### src/rtl/game_pkg.sv
// Shared game types and constants: state encoding, pixel coordinate type,
// default pipe gap centre, LFSR seed and its step function.
package game_pkg;

  typedef enum logic [1:0] {
    IDLE = 2'd0,
    PLAY = 2'd1,
    OVER = 2'd2
  } game_state_t;

  typedef logic [9:0] coord_t;

  localparam coord_t     GAP_Y_DEFAULT = 10'd190;
  localparam logic [7:0] LFSR_SEED     = 8'hA5;

  // Fibonacci LFSR x^8 + x^6 + x^5 + x^4 + 1, shifting towards the MSB
  function automatic logic [7:0] lfsr_next(input logic [7:0] v);
    return {v[6:0], v[7] ^ v[5] ^ v[4] ^ v[3]};
  endfunction

endpackage

### src/rtl/gap_lfsr.sv
// 8-bit LFSR that randomises the pipe gap centre. Only compiled when
// PIPE_RANDOM_EN is defined; the default build contains no LFSR.
`ifdef PIPE_RANDOM_EN
module gap_lfsr
  import game_pkg::*;
(
  input  logic       clk,
  input  logic       reset,
  input  logic       step,
  output logic [7:0] value
);

  logic [7:0] lfsr_q;
  logic [7:0] lfsr_d;

  always_comb begin
    lfsr_d = lfsr_q;
    if (step) lfsr_d = lfsr_next(lfsr_q);
  end

  always_ff @(posedge clk or posedge reset) begin
    if (reset) lfsr_q <= LFSR_SEED;
    else       lfsr_q <= lfsr_d;
  end

  assign value = lfsr_q;

endmodule
`endif

### src/rtl/bird_pipe_engine.sv
// Bird physics, scrolling pipe and score for a flappy-bird style game.
// Define PIPE_RANDOM_EN to randomise the gap centre on each pipe wrap.
module bird_pipe_engine
  import game_pkg::*;
#(
  parameter int SCREEN_WIDTH  = 640,
  parameter int SCREEN_HEIGHT = 480,
  parameter int PIPE_GAP      = 100,
  parameter int BIRD_HEIGHT   = 20,
  parameter int TICK_DIV      = 833333,
  parameter int GRAVITY       = 1,
  parameter int FLAP_VEL      = -8,
  parameter int MAX_FALL      = 8,
  parameter int PIPE_SPEED    = 2
) (
  input  logic       clk,
  input  logic       reset,
  input  logic       flap_button,
  input  logic [1:0] state,
  input  logic       collision_in,
  output logic [9:0] bird_y,
  output logic [9:0] pipe_x,
  output logic [9:0] pipe_y_top,
  output logic [9:0] pipe_y_bot,
  output logic       frame_tick,
  output logic [7:0] score
);

  localparam int CW = (TICK_DIV > 1) ? $clog2(TICK_DIV) : 1;

  localparam coord_t                Y_START  = coord_t'(SCREEN_HEIGHT / 2);
  localparam coord_t                X_START  = coord_t'(SCREEN_WIDTH - 1);
  localparam coord_t                X_STEP   = coord_t'(PIPE_SPEED);
  localparam logic signed [11:0]    Y_MAX_S  = 12'(SCREEN_HEIGHT - BIRD_HEIGHT);
  localparam logic signed [7:0]     FLAP_V8  = 8'(FLAP_VEL);
  localparam logic signed [8:0]     GRAV9    = 9'(GRAVITY);
  localparam logic signed [8:0]     MAXF9    = 9'(MAX_FALL);

  game_state_t st;
  assign st = game_state_t'(state);

  logic [CW-1:0]     cnt_q, cnt_d;
  logic              frame_tick_q, frame_tick_d;
  logic              flap_prev_q, flap_prev_d;
  logic              flap_pend_q, flap_pend_d;
  logic signed [7:0] vel_q, vel_d;
  coord_t            bird_y_q, bird_y_d;
  coord_t            pipe_x_q, pipe_x_d;
  coord_t            gap_q, gap_d;
  logic [7:0]        score_q, score_d;

  logic               cnt_wrap;
  logic               flap_rise;
  logic               pend_next;
  logic               phys_en;
  logic               pipe_wrap;
  logic signed [8:0]  vel_sum;
  logic signed [7:0]  vel_new;
  logic signed [11:0] y_sum;
  coord_t             gap_new;

  assign phys_en   = frame_tick_q & (st == PLAY) & ~collision_in;
  assign pipe_wrap = (pipe_x_q < X_STEP);

`ifdef PIPE_RANDOM_EN
  logic [7:0] lfsr_val;

  gap_lfsr u_gap_lfsr (
    .clk   (clk),
    .reset (reset),
    .step  (phys_en & pipe_wrap),
    .value (lfsr_val)
  );

  assign gap_new = coord_t'(PIPE_GAP) + {2'b00, lfsr_val};
`else
  assign gap_new = GAP_Y_DEFAULT;
`endif

  always_comb begin
    cnt_wrap     = (cnt_q == CW'(TICK_DIV - 1));
    cnt_d        = cnt_wrap ? '0 : cnt_q + CW'(1);
    frame_tick_d = cnt_wrap;

    flap_rise   = flap_button & ~flap_prev_q;
    flap_prev_d = flap_button;
    // An edge arriving on the tick itself is kept for the following tick
    pend_next   = frame_tick_q ? flap_rise : (flap_pend_q | flap_rise);

    vel_sum = {vel_q[7], vel_q} + GRAV9;
    if (flap_pend_q)          vel_new = FLAP_V8;
    else if (vel_sum > MAXF9) vel_new = MAXF9[7:0];
    else                      vel_new = vel_sum[7:0];
    y_sum = {2'b00, bird_y_q} + {{4{vel_new[7]}}, vel_new};

    flap_pend_d = flap_pend_q;
    vel_d       = vel_q;
    bird_y_d    = bird_y_q;
    pipe_x_d    = pipe_x_q;
    gap_d       = gap_q;
    score_d     = score_q;

    case (st)
      IDLE: begin
        flap_pend_d = pend_next;
        vel_d       = '0;
        bird_y_d    = Y_START;
        pipe_x_d    = X_START;
        gap_d       = GAP_Y_DEFAULT;
        score_d     = '0;
      end
      PLAY: begin
        if (collision_in) begin
          flap_pend_d = 1'b0;
        end else begin
          flap_pend_d = pend_next;
          if (frame_tick_q) begin
            if (y_sum < 12'sd0) begin
              bird_y_d = '0;
              vel_d    = '0;
            end else if (y_sum > Y_MAX_S) begin
              bird_y_d = coord_t'(Y_MAX_S);
              vel_d    = vel_new;
            end else begin
              bird_y_d = y_sum[9:0];
              vel_d    = vel_new;
            end
            if (pipe_wrap) begin
              pipe_x_d = X_START;
              gap_d    = gap_new;
              if (score_q != '1) score_d = score_q + 8'd1;
            end else begin
              pipe_x_d = pipe_x_q - X_STEP;
            end
          end
        end
      end
      default: flap_pend_d = 1'b0;
    endcase
  end

  always_ff @(posedge clk or posedge reset) begin
    if (reset) begin
      cnt_q        <= '0;
      frame_tick_q <= 1'b0;
      flap_prev_q  <= 1'b0;
      flap_pend_q  <= 1'b0;
      vel_q        <= '0;
      bird_y_q     <= Y_START;
      pipe_x_q     <= X_START;
      gap_q        <= GAP_Y_DEFAULT;
      score_q      <= '0;
    end else begin
      cnt_q        <= cnt_d;
      frame_tick_q <= frame_tick_d;
      flap_prev_q  <= flap_prev_d;
      flap_pend_q  <= flap_pend_d;
      vel_q        <= vel_d;
      bird_y_q     <= bird_y_d;
      pipe_x_q     <= pipe_x_d;
      gap_q        <= gap_d;
      score_q      <= score_d;
    end
  end

  assign bird_y     = bird_y_q;
  assign pipe_x     = pipe_x_q;
  assign pipe_y_bot = gap_q - coord_t'(PIPE_GAP);
  assign pipe_y_top = gap_q + coord_t'(PIPE_GAP);
  assign frame_tick = frame_tick_q;
  assign score      = score_q;

endmodule

### config.mk
export PLATFORM = sky130hd
export DESIGN_NAME = bird_pipe_engine
export DESIGN_NICKNAME = d
export VERILOG_FILES = /design/src/rtl/game_pkg.sv /design/src/rtl/gap_lfsr.sv /design/src/rtl/bird_pipe_engine.sv
export SDC_FILE = /design/constraint.sdc
export NUM_CORES = 1
export LEC_CHECK = 0
export ABC_AREA = 1
export CAP_MARGIN = 40
export CORE_MARGIN = 2
export CORE_UTILIZATION = 60
export DETAILED_ROUTE_END_ITERATION = 12
export HOLD_SLACK_MARGIN = 0.15
export PLACE_DENSITY = 0.86
export SETUP_SLACK_MARGIN = 0.05
export SLEW_MARGIN = 40
export SYNTH_ARGS = -nofsm -noshare
export SYNTH_HDL_FRONTEND = slang
export SYNTH_SLANG_ARGS = --single-unit
### constraint.sdc
create_clock -name clk -period 10.1 [get_ports clk]
set_clock_uncertainty 0.2 [all_clocks]
set_input_delay 2.525 -clock clk [delete_from_list [all_inputs] [get_ports clk]]
set_output_delay 2.525 -clock clk [all_outputs]
set_load 0.05 [all_outputs]
==> results by group, run 1 <==
Die
  • Die W: 85.1 um
  • DIE AREA: 0.00725 mm^2
  • Num rows: 29
  • # IOs: 55
  • Die Y: 85.1 um
  • Initial core utilization: 0.622
  • Placeable Area: 0.00635 mm^2

Synth
  • Main combinational cell family by area after synthesis: simple AND/OR/NAND/NOR gates
  • Syn avg cell area: 7.39 um^2
  • Multiplexer area fraction after synthesis: 0
  • Post-synth EDFFs: 0
  • Mapped Cells: 534
  • Primary FF master, synth: dfrtp_1
  • Yosys cell types: 39
  • #FFs+latches synth: 59
  • Post-synthesis compound-gate area fraction: 0.0681
  • Sequential fraction of the synthesis area: 0.378
  • Yosys Warn Count: 0
  • XOR/XNOR Fraction of Synth Area: 0.0421
  • Adder-cell share of the synthesized area: 0.0621
  • Cell Area, Synth: 0.00395 mm^2
  • Synth Area in Simple Gates: 0.331
  • Synth async-reset ratio: 1.00

Global route
  • GRT busiest layer: met2
  • Aggregate global routing overflow: 0
  • Overall global routing resource usage: 0.256
  • GR Layer Usage met1: 0.313
  • Met3 Use GR: 0.0486
  • Met2 Use GR: 0.444
  • Global-route wire length before repair: 15.0 mm
  • Initial antenna violation count: 0
  • Vias in the first global route: 3391
  • Largest net degree at the start of global routing: 60

Worst setup path
  • Crit path kind: flip-flop to output port
  • Critical path's largest stage delay: 810 ps
  • CP required: 7380 ps
  • Worst Path Buf+Inv: 1
  • Worst r2r src: vel_q[0]
  • Cell Chain, Critical Path: clkdlybuf4s50_1
  • Slowest CP cell: clkdlybuf4s50_1
  • Crit path DAT: 1730 ps
  • Kind of cell adding the most delay to the critical path: buffers and inverters
  • Crit. End Element: output port
  • Setup crit start kind: flip-flop
  • Setup crit start: pipe_x[3]
  • Crit Path Max Fanout: 5

Routing
  • Via count: 3490
  • DR iter-0 viols: 221
  • Routed len/inst: 13.2 um
  • Post-route ant nets: 0
  • Total Wirelength: 8.71 mm
  • Number of remaining DRC errors: 0
  • DR pass1 iterations: 7
  • Via/cell ratio: 5.30

Run status
  • Status: finished, final reports clean

CTS
  • Clk_lat worst skew: 340 ps
  • CTS tree: built
  • Clock tree buffer depth: 2
  • # resized after CTS: 0
  • # Post-CTS Setup Buffers: 0
  • Clk slew on worst S/H paths: 80 ps
  • Root Driver: clkbuf_8
  • H-tree depth: 3
  • Cts hold-fix bufs: 0
  • Num CTS Buffers: 9
  • Clk sinks: 59

STA
  • Final setup vio count: 0
  • Hold Slack: 271 ps
  • Tcrit/Tclk final: 0.441
  • Count of final hold-check violations: 0
  • Worst slew margin: 0.506
  • Setup TNS: 0 ps
  • Max-slew violation count: 0
  • Fmax: 225 MHz
  • Unrepaired setup endpoints after global routing: false
  • Min cycle time layout: 4450 ps
  • Worst slew pin tran: 741 ps

Final layout
  • Commonest cells after routing, fill and taps aside: nand2_1, inv_1, nor2_1, dfrtp_1, clkdlybuf4s50_1
  • Area growth syn-to-layout: 14.2%
  • FILL cells: 515
  • # diodes: 0
  • Layout cells sized above 1: 0.119
  • Commonest non-fill, non-tap cell in the layout: nand2_1
  • # nets final: 601

Power
  • Switching share of power: 0.283
  • Gate power share: 0.123
  • Switching Power: 0.150 mW
  • Leak pwr: 2.23 nW
  • Maximum vdd drop: 0.103 mV
  • PwrDens: 118 mW/mm^2
  • Sequential power share: 0.452
  • P_int: 0.380 mW
  • Clk network pwr share: 0.425

Worst hold path
  • Hold Path Origin: cnt_q[0]
  • Min-Delay Path Class: flip-flop to flip-flop

Placed design
  • Final GP Congestion: 0.866
  • Detailed placement HPWL: 6.48 mm
  • I/O Buffers: 34

Flow run
  • Max Cap Viol: 0
[cells in the mapped netlist (3+ instances only)]
| master | n | area share |
|---|---|---|
| dfrtp_1 | 47 | 0.30 |
| nand2_1 | 132 | 0.13 |
| nor3_1 | 16 | 0.020 |
| nand3_2 | 4 | 0.010 |
| xor2_1 | 10 | 0.022 |
| inv_2 | 3 | 0.0029 |
| a21oi_1 | 22 | 0.028 |
| o21ai_1 | 3 | 0.0038 |
| o21ai_0 | 15 | 0.019 |
| nor2_1 | 60 | 0.057 |
| xnor2_1 | 9 | 0.020 |
| dfstp_2 | 12 | 0.080 |
| nor2_2 | 11 | 0.017 |
| nor2_4 | 4 | 0.011 |
| ha_1 | 18 | 0.057 |
| inv_1 | 78 | 0.074 |
| nand3b_1 | 3 | 0.0057 |
| nand2_2 | 11 | 0.017 |
| nor4_1 | 5 | 0.0079 |
| nand4_1 | 9 | 0.014 |
| nand3_1 | 19 | 0.024 |
| buf_4 | 20 | 0.038 |
[per-layer routing]
layer  up-vias  routed length [um]
li1       1727                   -
met1      1631                3560
met5         -                   0
met2       107                4550
met3        25                 390
met4         0                 204
[power groups by stage]
stage | sequential (mW) | clock [mW] | combinational (mW)
floorplan | 0.247 | 0 | 0.0535
global placement | 0.244 | 0 | 0.0636
detailed placement | 0.244 | 0 | 0.0649
CTS | 0.239 | 0.227 | 0.0651
global route | 0.239 | 0.237 | 0.0723
finish | 0.239 | 0.225 | 0.0652
[per-stage QoR]
step                       util  std cells  area, um^2  worst slack (ps)  total power [mW]
final                     0.710        658        4510              5650             0.530
after detailed placement  0.678        642        4300              5450             0.309
after global placement    0.678        642        4300              5580             0.307
after global routing      0.710        658        4510              5600             0.548
after CTS                 0.710        658        4510              5640             0.531
after floorplan               -        552        4020              5940             0.301
[cell families (layout without fill, tap and decap cells)]
group | after synthesis | after routing
DFF | 59 | 59
xor gates and xnor gates | 19 | 19
AOI/OAI and AO/OA | 48 | 48
buffers and inverters | 103 | 132
adders and majority gates | 19 | 19
other | 2 | 20
and+or+nand+nor | 284 | 284
[sequential cells by signal, summed over array words and instances (netlist names)]
register,flops
cnt_q,20
bird_y,10
pipe_x,10
score,8
vel_q,8
flap_pend_q,1
flap_prev_q,1
frame_tick,1
[final cells by class]
cell class	count	area, um^2	share of cell area
timing repair buffer	35	348	0.0772
inverter	81	304	0.0674
tap	77	96.3	0.0214
clock buffer	12	155	0.0344
multi-input combinational	390	2060	0.458
sequential	59	1490	0.331
clock inverter	4	50.0	0.0111
[final timing paths]
check                      slack (ps)         to  cells past startpoint
setup reg to reg                 6150   vel_q[3]                     23
setup / recovery                 5650  pipe_x[3]                      1
hold / removal                    270   cnt_q[0]                      1
hold reg to reg                   270   cnt_q[0]                      1
max in group asynchronous        6690  cnt_q[12]                      3
min in group asynchronous        2510   score[6]                      3
Power figures use the tool's default switching activity.
==> inputs of run 2 (changes only) <==
- CORE_UTILIZATION: 60 -> 50
- PLACE_DENSITY: 0.86 -> 0.77
- clock period: 10.1 -> 3.7 ns (I/O delays scaled with it)
==> run 2 against run 1 <==
Critical path depth grew 22. Global-route usage shrank 4.7 points. Largest power group is now clock. Die area grew 19%. Combinational power grew to 2.9 times the previous value. Critical endpoint is now bird_y[3]. Wire length shrank 0.91%. Sequential power grew to 2.7 times the previous value. Clock-buffer cell count shrank 2. Via count grew 0.46%. Hold slack gained 8.0 ps. Design area grew 4.7%. Non-clock buffer count grew 2.
==> results by group, run 2 (same netlist as run 1, synthesis figures left out) <==
CTS
  • Root Driver: clkbuf_8 (unchanged)
  • Clock tree buffer depth: 2 (unchanged)
  • Clk slew on worst S/H paths: 70 ps (was 80 ps)
  • Clk sinks: 59 (unchanged)
  • H-tree depth: 3 (unchanged)
  • Num CTS Buffers: 9 (unchanged)
  • Cts hold-fix bufs: 0 (unchanged)
  • CTS tree: built (unchanged)
  • Clk_lat worst skew: 340 ps (about the same)

Worst setup path
  • Kind of cell adding the most delay to the critical path: simple AND/OR/NAND/NOR gates (was buffers and inverters)
  • CP required: 3720 ps (was 7380 ps)
  • Critical path's largest stage delay: 440 ps (was 810 ps)
  • Slowest CP cell: dfrtp_2 (was clkdlybuf4s50_1)
  • Setup crit start kind: flip-flop (unchanged)
  • Crit. End Element: flip-flop (was output port)
  • Crit path kind: flip-flop to flip-flop (was flip-flop to output port)
  • Cell Chain, Critical Path: nand3_1, nor2_2, nand2_1, xnor2_1, a21oi_1, nand2_1, nand2_2, nand2_2, nor2_2, ha_2, fa_2, nand3_1, nand2_2, nand2_1, nand2_1, nand2_1, nand2_1, inv_1, nand2_1, nand2_2, nand3_2, o21ai_1, nand2_1 (was clkdlybuf4s50_1)
  • Crit path DAT: 3430 ps (was 1730 ps)
  • Most used cell, CP: nand2_1
  • Worst Path Buf+Inv: 1 (unchanged)
  • Crit Path Max Fanout: 5 (unchanged)

STA
  • Count of final hold-check violations: 0 (unchanged)
  • Min cycle time layout: 3410 ps
  • Setup TNS: 0 ps (unchanged)
  • Worst slew pin tran: 672 ps (was 741 ps)
  • Final setup vio count: 0 (unchanged)
  • Fmax: 294 MHz
  • Max-slew violation count: 0 (unchanged)
  • Hold Slack: 279 ps (was 271 ps)
  • Unrepaired setup endpoints after global routing: false (unchanged)
  • Worst slew margin: 0.548 (was 0.506)
  • Tcrit/Tclk final: 0.921

Routing
  • DR pass1 iterations: 6 (was 7)
  • Total Wirelength: 8.63 mm (was 8.71 mm)
  • Via count: 3506 (was 3490)
  • Post-route ant nets: 0 (unchanged)
  • Via/cell ratio: 5.12 (was 5.30)
  • DR iter-0 viols: 204 (was 221)
  • Number of remaining DRC errors: 0 (unchanged)
  • Routed len/inst: 12.6 um (was 13.2 um)

Global route
  • Largest net degree at the start of global routing: 22 (was 60)
  • Overall global routing resource usage: 0.209 (was 0.256)
  • Global-route wire length before repair: 14.6 mm (was 15.0 mm)
  • Vias in the first global route: 3306 (was 3391)
  • Initial antenna violation count: 0 (unchanged)
  • Aggregate global routing overflow: 0 (unchanged)

Die
  • Initial core utilization: 0.514 (was 0.622)
  • Die Y: 92.9 um (was 85.1 um)
  • # IOs: 55 (unchanged)
  • Die W: 92.9 um (was 85.1 um)
  • DIE AREA: 0.00862 mm^2 (was 0.00725 mm^2)
  • Placeable Area: 0.00769 mm^2 (was 0.00635 mm^2)
  • Num rows: 32 (was 29)

Flow run
  • Max Cap Viol: 0 (unchanged)

Final layout
  • Largest register FFs: 20 (unchanged)
  • Area growth syn-to-layout: 19.6% (was 14.2%)
  • Commonest non-fill, non-tap cell in the layout: nand2_1 (unchanged)
  • Reg with most FFs: cnt_q (unchanged)
  • # nets final: 603 (was 601)
  • Layout cells sized above 1: 0.154 (was 0.119)
  • # diodes: 0 (unchanged)
  • Commonest cells after routing, fill and taps aside: nand2_1, inv_1, nor2_1, dfrtp_1, clkdlybuf4s50_1 (unchanged)

Power
  • Gate power share: 0.125 (was 0.123)
  • P_int: 1.09 mW (was 0.380 mW)
  • PwrDens: 320 mW/mm^2 (was 118 mW/mm^2)
  • Sequential power share: 0.432 (was 0.452)
  • Clk network pwr share: 0.442 (was 0.425)
  • Switching share of power: 0.276 (was 0.283)
  • Leak pwr: 2.25 nW (was 2.23 nW)
  • Maximum vdd drop: 0.255 mV (was 0.103 mV)
  • Switching Power: 0.417 mW (was 0.150 mW)

Worst hold path
  • Min-Delay Path Class: flip-flop to flip-flop (unchanged)

Run status
  • Status: finished, final reports clean (unchanged)

Placed design
  • Final GP Congestion: 0.938 (was 0.866)
  • I/O Buffers: 34 (unchanged)
  • Detailed placement HPWL: 6.40 mm (was 6.48 mm)
==> run 2: cell count changes in the layout (fill, tap and decap cells not counted), sizes merged <==
| cell | before | now |
|---|---|---|
| bufinv | 1 | 2 |
| clkinv | 1 | 2 |
| clkbuf | 12 | 10 |
| buf | 1 | 3 |
==> run 2: through the flow <==
stage                     instances  total power, mW  setup slack [ps]  cell area [um^2]  utilization
after CTS                       684             1.51              75.3              4590        0.597
after global routing            685             1.57              49.5              4720        0.614
final                           685             1.51               294              4720        0.614
after global placement          668            0.840               127              4340        0.565
after floorplan                 552            0.821               430              4020            -
after detailed placement        668            0.843              21.5              4340        0.565
==> run 2: timing repair <==
action,in CTS,in global routing
buffers inserted,0,1
endpoints found under the setup margin,5,16
hold endpoints to repair,0,0
resized for setup,2,22
==> run 2: worst paths after layout <==
kind	start	endpoint	slack, ps	depth (start not counted)
max in group asynchronous	reset	bird_y[6]	1930	3
worst min register to register	cnt_q[0]	cnt_q[0]	280	1
worst max-delay path	vel_q[2]	bird_y[3]	290	23
worst max register to register	vel_q[2]	bird_y[3]	290	23
min in group asynchronous	reset	cnt_q[3]	690	2
worst min-delay path	cnt_q[0]	cnt_q[0]	280	1
==> run 2: power by group through the flow <==
stage | logic [mW] | registers, mW | clock network [mW]
6_report | 0.189 | 0.653 | 0.667
5_1_grt | 0.208 | 0.653 | 0.708
4_1_cts | 0.180 | 0.653 | 0.679
3_5_place_dp | 0.179 | 0.664 | 0
3_3_place_gp | 0.176 | 0.664 | 0
2_1_floorplan | 0.146 | 0.675 | 0
==> run 2: final cells by class <==
type                    instances  area (um^2)
flip-flops and latches         59         1500
clock buffers                  10          138
repair buffers                 37          363
well taps                     102          128
fillers                       662         2970
inverters                      81          304
multi-input cells             390         2200
clock inverters                 6         88.8
==> run 2: routing by layer <==
metal  up-vias  global-route usage  wire length (um)
met5         -                   0                 0
met4         0              0.0846               167
met3        22              0.0423               458
met2       115               0.336              4200
met1      1629               0.277              3810
li1       1740                   -                 -
